[src/rtl/uart_pkg.sv]
// Types and helpers shared by the UART transmitter and the future receiver.
package uart_pkg;

  typedef enum logic [1:0] {
    PAR_NONE,
    PAR_ODD,
    PAR_EVEN
  } parity_e;

  typedef enum logic [4:0] {
    StIdle   = 5'b00001,
    StStart  = 5'b00010,
    StData   = 5'b00100,
    StParity = 5'b01000,
    StStop   = 5'b10000
  } tx_state_e;

  // Cycles per bit; integer division, remainder dropped.
  function automatic int unsigned baud_width(input int unsigned clock_speed,
                                             input int unsigned baud_rate);
    return clock_speed / baud_rate;
  endfunction

endpackage

[src/rtl/uart_tx_cfg_if.sv]
// Producer-side word handshake into the UART transmitter FIFO.
interface uart_tx_cfg_if #(
  parameter int unsigned DATA_BITS = 8
) ();

  logic [DATA_BITS-1:0] data;
  logic                 data_valid;
  logic                 data_ready;

  modport master (output data, output data_valid, input data_ready);
  modport slave  (input data, input data_valid, output data_ready);

endinterface

[src/rtl/uart_fifo.sv]
// Synchronous FIFO with occupancy count; pointers wrap modulo DEPTH.
module uart_fifo #(
  parameter int unsigned WIDTH = 8,
  parameter int unsigned DEPTH = 4
) (
  input  logic                     clk,
  input  logic                     rst,
  input  logic                     i_push,
  input  logic [WIDTH-1:0]         i_data,
  input  logic                     i_pop,
  output logic [WIDTH-1:0]         o_data,
  output logic                     o_full,
  output logic                     o_empty,
  output logic [$clog2(DEPTH):0]   o_count
);

  localparam int unsigned PTR_W = $clog2(DEPTH);
  localparam int unsigned CNT_W = PTR_W + 1;

  if (DEPTH < 2 || (DEPTH & (DEPTH - 1)) != 0) begin : g_bad_depth
    $error("uart_fifo: DEPTH must be a power of two >= 2");
  end

  logic [WIDTH-1:0] r_mem [DEPTH];
  logic [PTR_W-1:0] r_wr_ptr;
  logic [PTR_W-1:0] r_rd_ptr;
  logic [CNT_W-1:0] r_count;
  logic             w_push;
  logic             w_pop;

  // Pushes into a full FIFO and pops from an empty one are dropped here.
  assign w_push = i_push & ~o_full;
  assign w_pop  = i_pop & ~o_empty;

  always_ff @(posedge clk or posedge rst) begin
    if (rst) begin
      r_wr_ptr <= '0;
      r_rd_ptr <= '0;
      r_count  <= '0;
    end else begin
      if (w_push) r_wr_ptr <= r_wr_ptr + PTR_W'(1);
      if (w_pop)  r_rd_ptr <= r_rd_ptr + PTR_W'(1);
      case ({w_push, w_pop})
        2'b10:   r_count <= r_count + CNT_W'(1);
        2'b01:   r_count <= r_count - CNT_W'(1);
        default: r_count <= r_count;
      endcase
    end
  end

  always_ff @(posedge clk) begin
    if (w_push) r_mem[r_wr_ptr] <= i_data;
  end

  assign o_data  = r_mem[r_rd_ptr];
  assign o_full  = (r_count == CNT_W'(DEPTH));
  assign o_empty = (r_count == '0);
  assign o_count = r_count;

endmodule

[src/rtl/uart_tx_cfg.sv]
// Configurable UART transmitter (5..9 data bits, optional parity, 1/2 stop bits)
// fed by an internal FIFO; frames stream back-to-back without idle bits.
module uart_tx_cfg
  import uart_pkg::*;
#(
  parameter int unsigned CLOCK_SPEED = 50_000_000,
  parameter int unsigned BAUD_RATE   = 115_200,
  parameter int unsigned DATA_BITS   = 8,
  parameter parity_e     PARITY      = PAR_NONE,
  parameter int unsigned STOP_BITS   = 1,
  parameter int unsigned FIFO_DEPTH  = 4
) (
  input  logic                          clk,
  input  logic                          rst,
  uart_tx_cfg_if.slave                  in_if,
  output logic                          tx,
  output logic                          busy,
  output logic                          tx_done,
  output logic [$clog2(FIFO_DEPTH):0]   fifo_count
);

  localparam int unsigned BAUD_WIDTH = baud_width(CLOCK_SPEED, BAUD_RATE);
  localparam int unsigned CNT_W      = (BAUD_WIDTH < 2) ? 1 : $clog2(BAUD_WIDTH);
  localparam int unsigned IDX_W      = $clog2(DATA_BITS);

  localparam logic [CNT_W-1:0] BAUD_LAST = CNT_W'(BAUD_WIDTH - 1);
  localparam logic [IDX_W-1:0] DATA_LAST = IDX_W'(DATA_BITS - 1);
  localparam logic             STOP_LAST = 1'(STOP_BITS - 1);

  if (BAUD_WIDTH < 2) begin : g_bad_baud
    $error("uart_tx_cfg: CLOCK_SPEED / BAUD_RATE must be >= 2");
  end
  if (DATA_BITS < 5 || DATA_BITS > 9) begin : g_bad_data
    $error("uart_tx_cfg: DATA_BITS must be 5..9");
  end
  if (STOP_BITS != 1 && STOP_BITS != 2) begin : g_bad_stop
    $error("uart_tx_cfg: STOP_BITS must be 1 or 2");
  end
  if (FIFO_DEPTH < 2 || (FIFO_DEPTH & (FIFO_DEPTH - 1)) != 0) begin : g_bad_fifo
    $error("uart_tx_cfg: FIFO_DEPTH must be a power of two >= 2");
  end

  tx_state_e            r_state;
  tx_state_e            w_state_next;
  logic [CNT_W-1:0]     r_baud;
  logic [CNT_W-1:0]     w_baud_next;
  logic [IDX_W-1:0]     r_bit_idx;
  logic [IDX_W-1:0]     w_bit_next;
  logic                 r_stop_idx;
  logic                 w_stop_next;
  logic [DATA_BITS-1:0] r_shift;
  logic [DATA_BITS-1:0] w_shift_next;
  logic                 r_par;
  logic                 w_par_next;
  logic                 r_tx;
  logic                 w_tx_next;
  logic                 r_tx_done;
  logic                 w_done_next;
  logic                 w_bit_end;
  logic                 w_pop;
  logic [DATA_BITS-1:0] w_fifo_data;
  logic                 w_full;
  logic                 w_empty;

  uart_fifo #(
    .WIDTH (DATA_BITS),
    .DEPTH (FIFO_DEPTH)
  ) u_fifo (
    .clk     (clk),
    .rst     (rst),
    .i_push  (in_if.data_valid),
    .i_data  (in_if.data),
    .i_pop   (w_pop),
    .o_data  (w_fifo_data),
    .o_full  (w_full),
    .o_empty (w_empty),
    .o_count (fifo_count)
  );

  assign in_if.data_ready = ~w_full;
  assign w_bit_end        = (r_baud == BAUD_LAST);

  always_ff @(posedge clk or posedge rst) begin
    if (rst) begin
      r_state    <= StIdle;
      r_baud     <= '0;
      r_bit_idx  <= '0;
      r_stop_idx <= 1'b0;
      r_shift    <= '0;
      r_par      <= 1'b0;
      r_tx       <= 1'b1;
      r_tx_done  <= 1'b0;
    end else begin
      r_state    <= w_state_next;
      r_baud     <= w_baud_next;
      r_bit_idx  <= w_bit_next;
      r_stop_idx <= w_stop_next;
      r_shift    <= w_shift_next;
      r_par      <= w_par_next;
      r_tx       <= w_tx_next;
      r_tx_done  <= w_done_next;
    end
  end

  always_comb begin
    w_state_next = r_state;
    w_baud_next  = w_bit_end ? '0 : r_baud + CNT_W'(1);
    w_bit_next   = r_bit_idx;
    w_stop_next  = r_stop_idx;
    w_shift_next = r_shift;
    w_pop        = 1'b0;
    w_done_next  = 1'b0;
    w_tx_next    = 1'b1;

    unique case (r_state)
      StIdle: begin
        w_baud_next = '0;
        if (!w_empty) begin
          w_pop        = 1'b1;
          w_state_next = StStart;
          w_bit_next   = '0;
          w_stop_next  = 1'b0;
        end
      end
      StStart: begin
        w_tx_next = 1'b0;
        if (w_bit_end) w_state_next = StData;
      end
      StData: begin
        w_tx_next = r_shift[0];
        if (w_bit_end) begin
          w_shift_next = r_shift >> 1;
          if (r_bit_idx == DATA_LAST) begin
            w_state_next = (PARITY == PAR_NONE) ? StStop : StParity;
          end else begin
            w_bit_next = r_bit_idx + IDX_W'(1);
          end
        end
      end
      StParity: begin
        w_tx_next = r_par;
        if (w_bit_end) w_state_next = StStop;
      end
      StStop: begin
        if (w_bit_end) begin
          if (r_stop_idx == STOP_LAST) begin
            w_done_next = 1'b1;
            // Chain straight into the next start bit when more data is queued.
            if (!w_empty) begin
              w_pop        = 1'b1;
              w_state_next = StStart;
              w_bit_next   = '0;
              w_stop_next  = 1'b0;
            end else begin
              w_state_next = StIdle;
            end
          end else begin
            w_stop_next = r_stop_idx + 1'b1;
          end
        end
      end
      default: begin
        w_state_next = StIdle;
      end
    endcase

    if (w_pop) w_shift_next = w_fifo_data;
  end

  assign w_par_next = !w_pop ? r_par :
                      (PARITY == PAR_ODD) ? ~(^w_fifo_data) : (^w_fifo_data);

  // tx and tx_done are registered, so both trail the state register by one cycle.
  assign tx      = r_tx;
  assign tx_done = r_tx_done;
  assign busy    = (r_state != StIdle);

endmodule

[src/flat_wrapper.sv]
// flat-port wrapper written by rule: the top's interface ports become plain ports
module uart_tx_cfg_flat import uart_pkg::*;
#(
  parameter int unsigned CLOCK_SPEED = 50_000_000,
  parameter int unsigned BAUD_RATE   = 115_200,
  parameter int unsigned DATA_BITS   = 8,
  parameter parity_e     PARITY      = PAR_NONE,
  parameter int unsigned STOP_BITS   = 1,
  parameter int unsigned FIFO_DEPTH  = 4
)
  (clk, rst, tx, busy, tx_done, fifo_count, in_if_data, in_if_data_valid, in_if_data_ready);
  uart_tx_cfg_if #(.DATA_BITS(DATA_BITS)) in_if_i ();
  input  logic clk;
  input  logic rst;
  output logic tx;
  output logic busy;
  output logic tx_done;
  output logic [$clog2(FIFO_DEPTH):0] fifo_count;
  input wire logic [$bits(in_if_i.data)-1:0] in_if_data;
  input wire logic [$bits(in_if_i.data_valid)-1:0] in_if_data_valid;
  output wire logic [$bits(in_if_i.data_ready)-1:0] in_if_data_ready;
  assign in_if_i.data = in_if_data;
  assign in_if_i.data_valid = in_if_data_valid;
  assign in_if_data_ready = in_if_i.data_ready;
  uart_tx_cfg #(.CLOCK_SPEED(CLOCK_SPEED), .BAUD_RATE(BAUD_RATE), .DATA_BITS(DATA_BITS), .PARITY(PARITY), .STOP_BITS(STOP_BITS), .FIFO_DEPTH(FIFO_DEPTH)) u_core (.clk(clk), .rst(rst), .in_if(in_if_i), .tx(tx), .busy(busy), .tx_done(tx_done), .fifo_count(fifo_count));
endmodule
[config.mk]
export PLATFORM = sky130hd
export DESIGN_NAME = uart_tx_cfg_flat
export DESIGN_NICKNAME = d
export VERILOG_FILES = /design/src/rtl/uart_pkg.sv /design/src/rtl/uart_tx_cfg_if.sv /design/src/rtl/uart_fifo.sv /design/src/rtl/uart_tx_cfg.sv /design/src/flat_wrapper.sv
export SDC_FILE = /design/constraint.sdc
export NUM_CORES = 1
export LEC_CHECK = 0
export CAP_MARGIN = 25
export CORE_AREA = 2 2 75 77
export DETAILED_ROUTE_END_ITERATION = 8
export DIE_AREA = 0 0 77 79
export PLACE_DENSITY_LB_ADDON = 0.25
export SETUP_SLACK_MARGIN = 0.05
export SYNTH_ARGS = -nofsm -noshare
export SYNTH_HDL_FRONTEND = slang
export SYNTH_HIERARCHICAL = 1
export SYNTH_SLANG_ARGS = --single-unit
[constraint.sdc]
create_clock -name clk -period 3.5 [get_ports clk]
set_input_delay 0.7 -clock clk [delete_from_list [all_inputs] [get_ports clk]]
set_output_delay 0.7 -clock clk [all_outputs]
set_load 0.1 [all_outputs]
; Word-level counts from Yosys, hierarchy flattened
; Memory sizes are Yosys's and may differ from the RTL's.
; Index checks and enable logic that the tools add are counted.
[totals]
memories = 1
register_bits = 36
ram_bits = 32
inputBits = 11
elab_cells = 88
[memory_table]
columns = name, words, word_bits, read_ports, rd_clocked_by_memory_dff, wr, line
row1 = u_core.u_fifo.r_mem, 4, 8, 1, 0, 1, uart_fifo.sv:24  ; logic [WIDTH-1:0] r_mem [DEPTH];
[op_classes]
add_sub_neg = 7
eq_ne = 19
n_bitwise = 4
mux = 35
reduce_logical = 11
[ops]
columns = op, count
row1 = $mux W5, 7
row2 = $pmux W5 S5, 1
row3 = $mux W8, 3
row4 = $mux W9, 2
row5 = $mux W3, 5
row6 = $mux W1, 11
row7 = $ne A2 B1 Y1 const B, 5
row8 = $add A9 B1 Y9 const B, 1
row9 = $eq A9 B9 Y1 const B, 1
row10 = $pmux W3 S3, 1
row11 = $reduce_bool A2 Y1, 4
row12 = $reduce_xor A8 Y1, 1
row13 = $reduce_and A7 Y1, 1
row14 = $add A3 B1 Y3 const B, 2
row15 = $eq A3 B3 Y1 const B, 2
row16 = $ne A2 B2 Y1 const B, 3
row17 = $pmux W3 S2, 1
row18 = $eq A5 B1 Y1 const B, 1
row19 = $eq A5 B2 Y1 const B, 1
row20 = $eq A5 B3 Y1 const B, 1
row21 = $eq A5 B4 Y1 const B, 1
row22 = $eq A5 B5 Y1 const B, 1
row23 = $ne A5 B1 Y1 const B, 1
row24 = $reduce_and A5 Y1, 1
row25 = 14 further kinds, 18

; Longest topological paths before layout
; Gate-level depths: netlist of the first run.
[logic_depth]
word_depth = 8
mapped_depth = 14
ltp_nobuf = 13

; By module
; Netlist of the first run, hierarchy kept.
[by_module_without_submodules]
columns = module, cells_per_inst, instances, area_per_inst_um2, seq_area_each_um2
row1 = uart_fifo, 80, 1, 1596.5, 1136.1
row2 = uart_tx_cfg, 134, 1, 1435.1, 653.1

; Worst setup path after synthesis of the first run
; No wires, ideal clock.
[synth_timing]
kind = register to register
start = register u_core.u_fifo.r_count[0] (netlist: u_core/u_fifo/o_count[0])
end = register u_core.u_fifo.r_count[2] (netlist: u_core/u_fifo/o_count[2])
stages_incl_launch_ff = 12
arrival_time_ns = 3.063
slack_ns = 0.274
setup_ns = 0.164
path_buffers = 1
cell_sequence = dfrtp_1 -> nor3_1 -> or4_1 -> buf_6 -> inv_1 -> o31a_2 -> ha_1 -> inv_1 -> fa_1 -> xor2_1 -> nor2_1 -> xor2_1
[synth_between]
elab_chain_cells = 8
[synth_lines]
columns = item, line
row1 = start: declaration, uart_fifo.sv:27  ; logic [CNT_W-1:0] r_count;
row2 = start signal: assignment, uart_fifo.sv:44  ; 2'b10: r_count <= r_count + CNT_W'(1);
row3 = start signal: assignment, uart_fifo.sv:45  ; 2'b01: r_count <= r_count - CNT_W'(1);
row4 = start signal: assignment, uart_fifo.sv:46  ; default: r_count <= r_count;
row5 = $logic_not A3 Y1 *, uart_fifo.sv:57  ; assign o_empty = (r_count == '0);
row6 = named net u_core.w_empty, uart_tx_cfg.sv:63  ; logic w_empty;
row7 = $mux W1 *, "uart_tx_cfg.sv:118, uart_tx_cfg.sv:149"
row8 = $mux W1, uart_tx_cfg.sv:146  ; if (r_stop_idx == STOP_LAST) begin
row9 = $mux W1, uart_tx_cfg.sv:145  ; if (w_bit_end) begin
row10 = $pmux W1 S2 *, uart_tx_cfg.sv:115  ; unique case (r_state)
row11 = named net u_core.w_pop, uart_tx_cfg.sv:60  ; logic w_pop;
row12 = $and A1 B1 Y1 *, uart_fifo.sv:33  ; assign w_pop = i_pop & ~o_empty;
row13 = named net u_core.u_fifo.w_pop, uart_fifo.sv:29  ; logic w_pop;
row14 = $eq A2 B1 Y1 / $eq A2 B2 Y1 (equally long branches), uart_fifo.sv:43  ; case ({w_push, w_pop})
row15 = $pmux W3 S2 / $reduce_bool A2 Y1 (equally long branches), --
; The timed path passes the listed nets; every way through them passes the cells marked *.
; A chain may end at the register's enable or synchronous reset.

; Final worst setup path of the first run
[layout_timing]
start = register u_core.r_baud[1]
end = register u_core.u_fifo.r_count[2] (netlist: u_core/u_fifo/o_count[2])
[layout_between]
elab_chain_cells = 6
[layout_lines]
columns = item, line
row1 = start: declaration, uart_tx_cfg.sv:45  ; logic [CNT_W-1:0] r_baud;
row2 = start signal: assignment, uart_tx_cfg.sv:95  ; r_baud <= w_baud_next;
row3 = $eq A9 B9 Y1 *, uart_tx_cfg.sv:81  ; assign w_bit_end = (r_baud == BAUD_LAST);
row4 = $mux W1 *, uart_tx_cfg.sv:145
row5 = $pmux W1 S2 *, uart_tx_cfg.sv:115
row6 = named net u_core.w_pop, uart_tx_cfg.sv:60
row7 = $and A1 B1 Y1 *, uart_fifo.sv:33
row8 = named net u_core.u_fifo.w_pop, uart_fifo.sv:29
row9 = $eq A2 B1 Y1 / $eq A2 B2 Y1 (equally long branches), uart_fifo.sv:43
row10 = $pmux W3 S2 / $reduce_bool A2 Y1 (equally long branches), --
; Marks and branches as above.

==> flow_summary.toml, run 1 <==
[outcome]
status = "finished clean"

[setup_path]
worst-setup-path-type = "register to register"
crit_chain = "inv_1 > ha_1 > and4b_1 > a31oi_1 > or4_1 > inv_1 > o31a_2 > ha_1 > inv_1 > fa_1 > xor2_1 > nor2_1 > xor2_1"
max_stage_delay_ns = 0.44
worstPathMaxFanout = 5
cpMaxStageDelayCell = "or4_1"
worstSetupEndpointType = "register"
cp_data_required_time_ns = 3.76
cp_common_cell = "inv_1"
cp_data_arrival_time_ns = 3.10
start_kind = "register"

[timing]
hold_violations = 0
rsz0062_at_grt = "no"
finalSetupViolations = 0
setup_tns_ns = 0
max_freq_ghz = 0.352
min_period_over_period_pct = 81.2
worst_pin_slew_ns = 0.965
slew_headroom_pct = 35.5
slew_violations = 0
fin_worst_skew_ns = 0.00606
min_period_ns = 2.84

[die]
fp-row-count = 27
core_um2 = 5340
boundaryPins = 18
start_util_pct = 56.8
die_h_um = 79
die_area_um2 = 6080
die_x_um = 77

[logic_synthesis]
synth_area_leader_cell = "edfxtp_1"
seq_area_frac_synth_pct = 59.0
netlist_area_um2 = 3030
post-synth-top-count-cell = "edfxtp_1"
yosysWarnings = 6
synth_top_area_share_pct = 31.7
synth_area_leaders = "edfxtp_1 (32%), dfrtp_1 (26%), mux4_2 (5.9%)"
async_flop_share_pct = 50.8
syn-instance-count = 214
avgSynthCellArea_um2 = 14.2
synth_nets = 235
ys_ff_latch = 65
synth.distinct_cells = 47
synth_edf_count = 32
synth_common_cells = "edfxtp_1 (32), dfrtp_1 (31), nor2_1 (19)"
synthFlopType = "edfxtp_1"

[grt]
grt_pass1_vias = 1749
grt_first_pass_wirelength_um = 8050
antenna_found_initial = 0
grt_usage_pct = 17.3
grt_start_max_net_pins = 27
grt_overflow_total = 0

[drt]
wl_met2_um = 2350
vias = 1680
routed_wl_um = 4620
drtAntennaViolNets = 0
remaining_drc_errors = 0
m1WireLength_um = 2050
first_pass_iters = 4
drt_iter0_drc = 66
via_per_inst = 5.35
dr_wl_met3_um = 152
routedWlPerCell_um = 14.7
topRoutingLayerUsed = "met4"

[power_and_ir_drop]
p_leak_nw = 1.37
ir_worst_vdd_mv = 0.519
powerDensity_nw_per_um2 = 860
total_power_mw = 2.96

[clocking]
cts_buffers = 9
post_cts_resized = 0
h-tree-depth = 3
cts_root_buf = "clkbuf_8"
clk_pin_slew_ns = 0.07
cts_tree = "built"
cts_hold_buf = 0
clockBufferDepth = 2
insertion_delay_ns = 0.33
clock-sinks = 65
cts_setup_buffers = 0

[cells_and_area]
regArea_um2 = 1790
n_fill_cell = 410
nets = 258
antennaDiodeCount = 0
area_delta_synth_final_pct = 13.4
drive_gt1_share_pct = 24.4
multi_input_area_um2 = 1140

[place]
place_hpwl_um = 3150
gp_congestion = 0.802
io_buffers = 17

[run]
drv_cap = 0

[worst_hold_path]
hold_path.class = "register to register"
[path summary, 6_finish.rpt]
kind / startpoint / end / slack (ns) / cells past startpoint
max in group asynchronous: rst / u_core/r_baud[5]$_DFF_PP0_ / 2.30 / 3
min reg2reg: u_core/r_bit_idx[1]$_DFFE_PP0P_ / u_core/r_bit_idx[1]$_DFFE_PP0P_ / 0.53 / 2
min in group asynchronous: rst / u_core/u_fifo/r_rd_ptr[0]$_DFFE_PP0P_ / 0.64 / 2
min: u_core/r_bit_idx[1]$_DFFE_PP0P_ / u_core/r_bit_idx[1]$_DFFE_PP0P_ / 0.53 / 2
max: u_core/r_baud[1]$_DFF_PP0_ / u_core/u_fifo/o_count[2]$_DFFE_PP0P_ / 0.66 / 13
max reg2reg: u_core/r_baud[1]$_DFF_PP0_ / u_core/u_fifo/o_count[2]$_DFFE_PP0P_ / 0.66 / 13
[sequential cells by signal (all words and copies together), names as in the netlist]
register / cells
u_core/u_fifo/r_rd_ptr: 2
u_core/r_bit_idx: 3
u_core/u_fifo/r_wr_ptr: 2
u_core/r_baud: 9
u_core/u_fifo/o_count: 3
u_core/tx_done: 1
u_core/r_shift: 8
u_core/u_fifo/r_mem: 32
u_core/tx: 1
u_core/r_state: 4
[report_power, final]
group	internal (mW)	total, mW	switching [mW]
Sequential	1.03	1.23	0.199
Combinational	0.532	1.17	0.637
Clock	0.261	0.557	0.297
[cells by family (layout without fill, tap and decap cells)]
family          count (synthesis)  after routing  share of synthesized area, %
flops                          65             65                          59.0
simple gates                   60             60                          11.5
mux                            28             28                          14.2
buf+inv                        24             52                          3.51
xor+xnor                       15             15                          4.33
compound gates                 12             12                          3.10
fa+ha+maj                      10             10                          4.37
[stage by stage]
step                util (%)  hold slack (ns)  cell area, um2  setup slack [ns]  cells
floorplan                  -            0.475            3030             0.274    214
detailed placement      60.7            0.521            3240             0.735    297
global placement        60.7            0.498            3240             0.812    297
CTS                     64.1            0.533            3420             0.660    313
finish                  64.4            0.528            3440             0.659    314
global route            64.4            0.551            3440             0.462    314
[routing by layer]
metal,vias up,track usage [%]
li1,813,-
met1,833,21.1
met2,29,28.9
met3,5,5.34
met4,0,7.50
met5,-,0
[layout make-up]
class                           count  area share [%]
Tap cell                           72            2.62
Sequential cell                    65            52.0
Multi-Input combinational cell    125            33.0
Inverter                           17            1.86
Clock buffer                        9            3.60
Timing Repair Buffer               19            5.17
Clock inverter                      7            1.67
[cell usage in the layout, fill, tap and decap left out, types with 2 or more instances in the layout]
master           count
dfrtp_1             31
clkbuf_8             9
mux2i_1              5
nand3_1              4
nor2_1              19
xnor2_1             11
mux4_2               8
dfstp_2              2
nand2b_1             2
a21oi_1              2
and2_2               4
inv_1               17
buf_4                7
nand2_1             11
edfxtp_1            32
nor3_1               4
ha_1                 9
o21ai_0              2
and3_1               2
clkinvlp_4           3
xor2_1               4
clkinv_4             4
mux2_4               8
mux2_2               7
clkdlybuf4s50_1     11
[worst max-delay path, delay by kind of cell (launching register included)]
family	cells	cell delay, ns
buffers and inverters	3	0.23
xor gates and xnor gates	2	0.30
DFF	1	0.41
adders and majority gates	3	0.74
and+or+nand+nor	3	0.83
AOI/OAI and AO/OA	2	0.26
No activity file was read; power rests on OpenSTA's default activity.
==> inputs of run 2 (changes only) <==
Settings changed: CORE_AREA 2 2 75 77 to 2 2 79 81, DIE_AREA 0 0 77 79 to 0 0 81 83.
Clock period 3.5 ns to 2.3 ns, I/O delays scaled along.
==> run 2 against run 1 <==
Compared with the run above: the run now ends with setup timing left; die area grew 11%; critical path depth stayed put; worst setup slack lost 0.90 ns; core utilization is 0.73 points lower; sequential power is 45% higher; clock-buffer cell count is the same; clock skew is 0.0034 ns higher; global-route usage shrank 0.82 points; largest cell class unchanged.
==> flow_summary.toml, run 2 (synthesis results as in run 1) <==
[outcome]
status = "finished, violations left"
violations = "setup timing"

[grt]
grt_start_max_net_pins = 27
grt_first_pass_wirelength_um = 8140
antenna_found_initial = 0
grt_usage_pct = 16.5
grt_overflow_total = 0
grt_pass1_vias = 1745

[place]
io_buffers = 17
place_ws_ns = -0.266
place_hpwl_um = 3410
gp_congestion = 0.898

[drt]
drtAntennaViolNets = 0
vias = 1774
remaining_drc_errors = 0
first_pass_iters = 4
routedWlPerCell_um = 13.9
routed_wl_um = 4810
via_per_inst = 5.11
drt_iter0_drc = 49

[timing]
fin_worst_skew_ns = 0.00944
max_freq_ghz = 0.394
min_period_over_period_pct = 110
worst_slack_ns = -0.236
setup_tns_ns = -0.344
worst_pin_slew_ns = 0.495
hold_violations = 0
finalSetupViolations = 2
holdWs_ns = 0.362
slew_headroom_pct = 67.0
min_period_ns = 2.54
rsz0062_at_grt = "yes"
slew_violations = 0

[die]
core_um2 = 5820
die_x_um = 81
die_h_um = 83
boundaryPins = 18
fp-row-count = 28
die_area_um2 = 6720
start_util_pct = 52.1

[setup_path]
cp_data_required_time_ns = 2.57
worst-setup-path-type = "register to register"
crit_chain = "inv_1 > ha_2 > and4b_1 > a31oi_1 > or4_4 > inv_2 > o31a_4 > ha_4 > inv_2 > fa_2 > xor2_1 > nor2_1 > xor2_1"
path_delay_family = "simple AND/OR/NAND/NOR gates"
worstPathMaxFanout = 2
cp_data_arrival_time_ns = 2.80
r2r-start = "u_core/r_baud[1]$_DFF_PP0_"
worst-path-buf-inv = 3
max_stage_delay_ns = 0.43
cp.depth = 13
worstSetupEndpointType = "register"
start_kind = "register"
worstRegToRegCells = 13
crit_path_start = "u_core/r_baud[1]$_DFF_PP0_"
cpMaxStageDelayCell = "or4_4"

[cells_and_area]
final_common_cell = "buf_4"
final_cell_mix = "buf_4 (38), edfxtp_1 (32), dfrtp_1 (28), nor2_1 (19), inv_1 (15)"
largest_reg_flops = 32
area_delta_synth_final_pct = 22.2
antennaDiodeCount = 0
top_regs = "u_core/u_fifo/r_mem (32), u_core/r_baud (9), u_core/r_shift (8)"
top_register = "u_core/u_fifo/r_mem"
drive_gt1_share_pct = 36.4
nets = 288

[power_and_ir_drop]
powerDensity_nw_per_um2 = 1300
ir_worst_vdd_mv = 0.962
p_leak_nw = 1.53

[clocking]
cts_tree = "built"
clk_pin_slew_ns = 0.07
clock-sinks = 65
insertion_delay_ns = 0.34
cts_root_buf = "clkbuf_8"
h-tree-depth = 3
cts_buffers = 9
clockBufferDepth = 2

[run]
drv_cap = 0

[worst_hold_path]
hold_path.class = "primary input to async pin"
## run 2: cell type report
| class | instances | area [um2] |
|---|---|---|
| Clock buffer | 9 | 124 |
| Clock inverter | 7 | 46.3 |
| Fill cell | 467 | 2110 |
| Inverter | 17 | 63.8 |
| Multi-Input combinational cell | 125 | 1170 |
| Sequential cell | 65 | 1800 |
| Tap cell | 75 | 93.8 |
| Timing Repair Buffer | 49 | 405 |
## run 2: worst paths after layout
check                                                  endpoint  slack (ns)
max reg2reg                u_core/u_fifo/o_count[2]$_DFFE_PP0P_       -0.24
max in group asynchronous         u_core/r_state[0]$_DFFE_PP1P_        1.51
min reg2reg                     u_core/r_bit_idx[1]$_DFFE_PP0P_        0.53
max                        u_core/u_fifo/o_count[2]$_DFFE_PP0P_       -0.24
min                        u_core/u_fifo/o_count[1]$_DFFE_PP0P_        0.36
min in group clk                u_core/r_bit_idx[1]$_DFFE_PP0P_        0.53
## run 2: per-stage QoR
step           utilization, %  total power [mW]  std cells  area, um2
2_1_floorplan               -              3.42        214       3070
3_3_place_gp             60.0              3.93        326       3490
3_5_place_dp             60.0              3.96        326       3490
4_1_cts                  63.2              4.83        344       3680
5_1_grt                  63.7              5.14        347       3700
6_report                 63.7              4.83        347       3700
## run 2: power breakdown
group          leakage, nW  internal [mW]  switching, mW
Combinational        0.747           1.08           1.15
Sequential           0.704           1.59          0.197
Clock               0.0830          0.387          0.430
Total                 1.53           3.05           1.78
## run 2: what timing repair did
| action | 4_1_cts | 5_1_grt |
|---|---|---|
| setup endpoints to repair | 2 | 3 |
| pin swaps | 4 | 3 |
| buffers inserted | 2 | 3 |
| gates resized for setup | 1 | 1 |
| hold buffers | 0 | 0 |
## run 2: layer usage
layer	global-route usage [%]	share of wire, %
met5	0	0
met1	20.9	44
met4	7.40	1.8
met3	6.85	4.2
met2	24.7	50
## run 2: worst register-to-register path, stage by stage, from the launching register on
cell	delay [ns]
dfrtp_1	0.38
inv_1	0.06
ha_2	0.16
and4b_1	0.21
a31oi_1	0.11
or4_4	0.43
inv_2	0.07
o31a_4	0.14
ha_4	0.14
inv_2	0.04
fa_2	0.32
xor2_1	0.16
nor2_1	0.11
xor2_1	0.14
==> inputs of run 3 (changes only) <==
Settings changed: CORE_AREA 2 2 79 81 to 2 2 78 80, CTS_BUF_LIST set to sky130_fd_sc_hd__clkbuf_8, DIE_AREA 0 0 81 83 to 0 0 80 82.
==> run 3 against run 2 <==
Compared with the run above: the flow still finishes with violations (setup timing); combinational power about the same; sequential power about the same; worst hold slack improved by 0.018 ns; largest cell class unchanged.
==> flow_summary.toml, run 3 (synthesis results as in run 1) <==
[power_and_ir_drop]
p_seq_share_pct = 36.1
ir_worst_vdd_mv = 0.872
powerDensity_nw_per_um2 = 1320
p_leak_nw = 1.56
combPwrFrac_pct = 45.0
internal-power_mw = 3.15
p_clk_share_pct = 19.0
p_sw_share_pct = 36.2
power_switching_mw = 1.78

[setup_path]
worstSetupEndpointType = "register"
cp_data_required_time_ns = 2.56
worst-setup-path-type = "register to register"
crit_chain = "inv_1 > ha_2 > and4b_1 > a31oi_1 > or4_4 > inv_2 > o31a_4 > ha_4 > inv_2 > fa_2 > xor2_1 > nor2_1 > xor2_1"
cp_data_arrival_time_ns = 2.77
worstPathMaxFanout = 2
start_kind = "register"
cpMaxStageDelayCell = "or4_4"
max_stage_delay_ns = 0.44

[cells_and_area]
instances_no_fill = 348
area_delta_synth_final_pct = 23.4
drive_gt1_share_pct = 37.4
antennaDiodeCount = 0
top_regs = "u_core/u_fifo/r_mem (32), u_core/r_baud (9), u_core/r_shift (8)"
postLayoutCoreUtil_pct = 65.1
nets = 290
top_register = "u_core/u_fifo/r_mem"
final_cell_mix = "buf_4 (40), edfxtp_1 (32), dfrtp_1 (28), nor2_1 (19), inv_1 (15)"
final_common_cell = "buf_4"
largest_reg_flops = 32

[place]
gp_congestion = 0.895
place_ws_ns = -0.270
io_buffers = 17
dp.cells = 327
place_hpwl_um = 3570

[outcome]
status = "finished, violations left"
violations = "setup timing"

[timing]
min_period_ns = 2.52
slew_headroom_pct = 68.1
fin_worst_skew_ns = 0.00573
setup_tns_ns = -0.296
min_period_over_period_pct = 109
rsz0062_at_grt = "yes"
worst_pin_slew_ns = 0.479
worst_slack_ns = -0.216
holdWs_ns = 0.380
slew_violations = 0
max_freq_ghz = 0.397
hold_violations = 0
finalSetupViolations = 2

[drt]
first_pass_iters = 4
drtAntennaViolNets = 0
via_per_inst = 5.11
remaining_drc_errors = 0
routed_wl_um = 5010
drt_iter0_drc = 72
routedWlPerCell_um = 14.4
vias = 1779

[clocking]
cts_tree = "built"
clk_pin_slew_ns = 0.07
cts_hold_buf = 0
insertion_delay_ns = 0.34
cts_buffers = 9
h-tree-depth = 3
cts_root_buf = "clkbuf_8"
clockBufferDepth = 2
clock-sinks = 65

[grt]
antenna_found_initial = 0
grt_pass1_vias = 1816
grt_overflow_total = 0
grt_first_pass_wirelength_um = 8420
grt_start_max_net_pins = 27
grt_usage_pct = 17.7

[die]
boundaryPins = 18
core_um2 = 5750
die_area_um2 = 6560
die_x_um = 80
die_h_um = 82
start_util_pct = 52.8
fp-row-count = 28

[worst_hold_path]
hold_path.class = "primary input to async pin"

[run]
drv_cap = 0
run 3: metal layers:
| layer | track usage (%) | up-vias | wire length, um |
|---|---|---|---|
| li1 | - | 869 | - |
| met1 | 21.7 | 875 | 2220 |
| met2 | 29.4 | 25 | 2560 |
| met3 | 3.96 | 10 | 135 |
| met4 | 9.15 | 0 | 99 |
| met5 | 0 | - | 0 |
run 3: critical path: cells and delay by family, from the launching register on:
family                   cells  cell delay [ns]
flip-flops                   1             0.38
XOR/XNOR                     2             0.29
AND/OR/NAND/NOR              3             0.77
buffers and inverters        3             0.16
adder cells (fa/ha/maj)      3             0.61
AO/OA/AOI/OAI                2             0.25
run 3: power by group through the flow:
stage	Combinational, mW	Sequential, mW	Clock, mW
finish	2.22	1.78	0.936
CTS	2.22	1.79	0.961
global placement	2.14	1.80	0
detailed placement	2.17	1.81	0
floorplan	1.40	2.03	0
global route	2.42	1.83	0.998
run 3: path summary, 6_finish.rpt:
path                                          startpoint                              endpoint  slack [ns]  depth (start not counted)
setup / recovery              u_core/r_baud[1]$_DFF_PP0_  u_core/u_fifo/o_count[2]$_DFFE_PP0P_       -0.22                         13
hold / removal                                       rst  u_core/u_fifo/o_count[2]$_DFFE_PP0P_        0.38                          2
setup reg to reg              u_core/r_baud[1]$_DFF_PP0_  u_core/u_fifo/o_count[2]$_DFFE_PP0P_       -0.22                         13
hold reg to reg            u_core/r_shift[7]$_DFFE_PP0P_         u_core/r_shift[7]$_DFFE_PP0P_        0.53                          2
max in group asynchronous                            rst         u_core/r_state[0]$_DFFE_PP1P_        1.49                          3
min in group clk           u_core/r_shift[7]$_DFFE_PP0P_         u_core/r_shift[7]$_DFFE_PP0P_        0.53                          2
run 3: stage by stage:
step	power [mW]	instance area [um2]
global placement	3.94	3500
CTS	4.97	3720
finish	4.93	3740
global route	5.24	3740
floorplan	3.42	3070
detailed placement	3.98	3500
run 3: layout make-up:
| type | count | area (um2) |
|---|---|---|
| clock inverter | 6 | 68.8 |
| fill | 451 | 2000 |
| clock buffer | 9 | 124 |
| inverter | 17 | 63.8 |
| timing repair buffer | 51 | 420 |
| sequential | 65 | 1800 |
| tap | 75 | 93.8 |
| multi-input combinational | 125 | 1170 |
run 3: repair_timing:
action,4_1_cts,5_1_grt
endpoints found under the setup margin,2,2
endpoints found under the hold margin,0,0
setup buffers,3,3
resized for setup,2,1
pin swaps,3,2
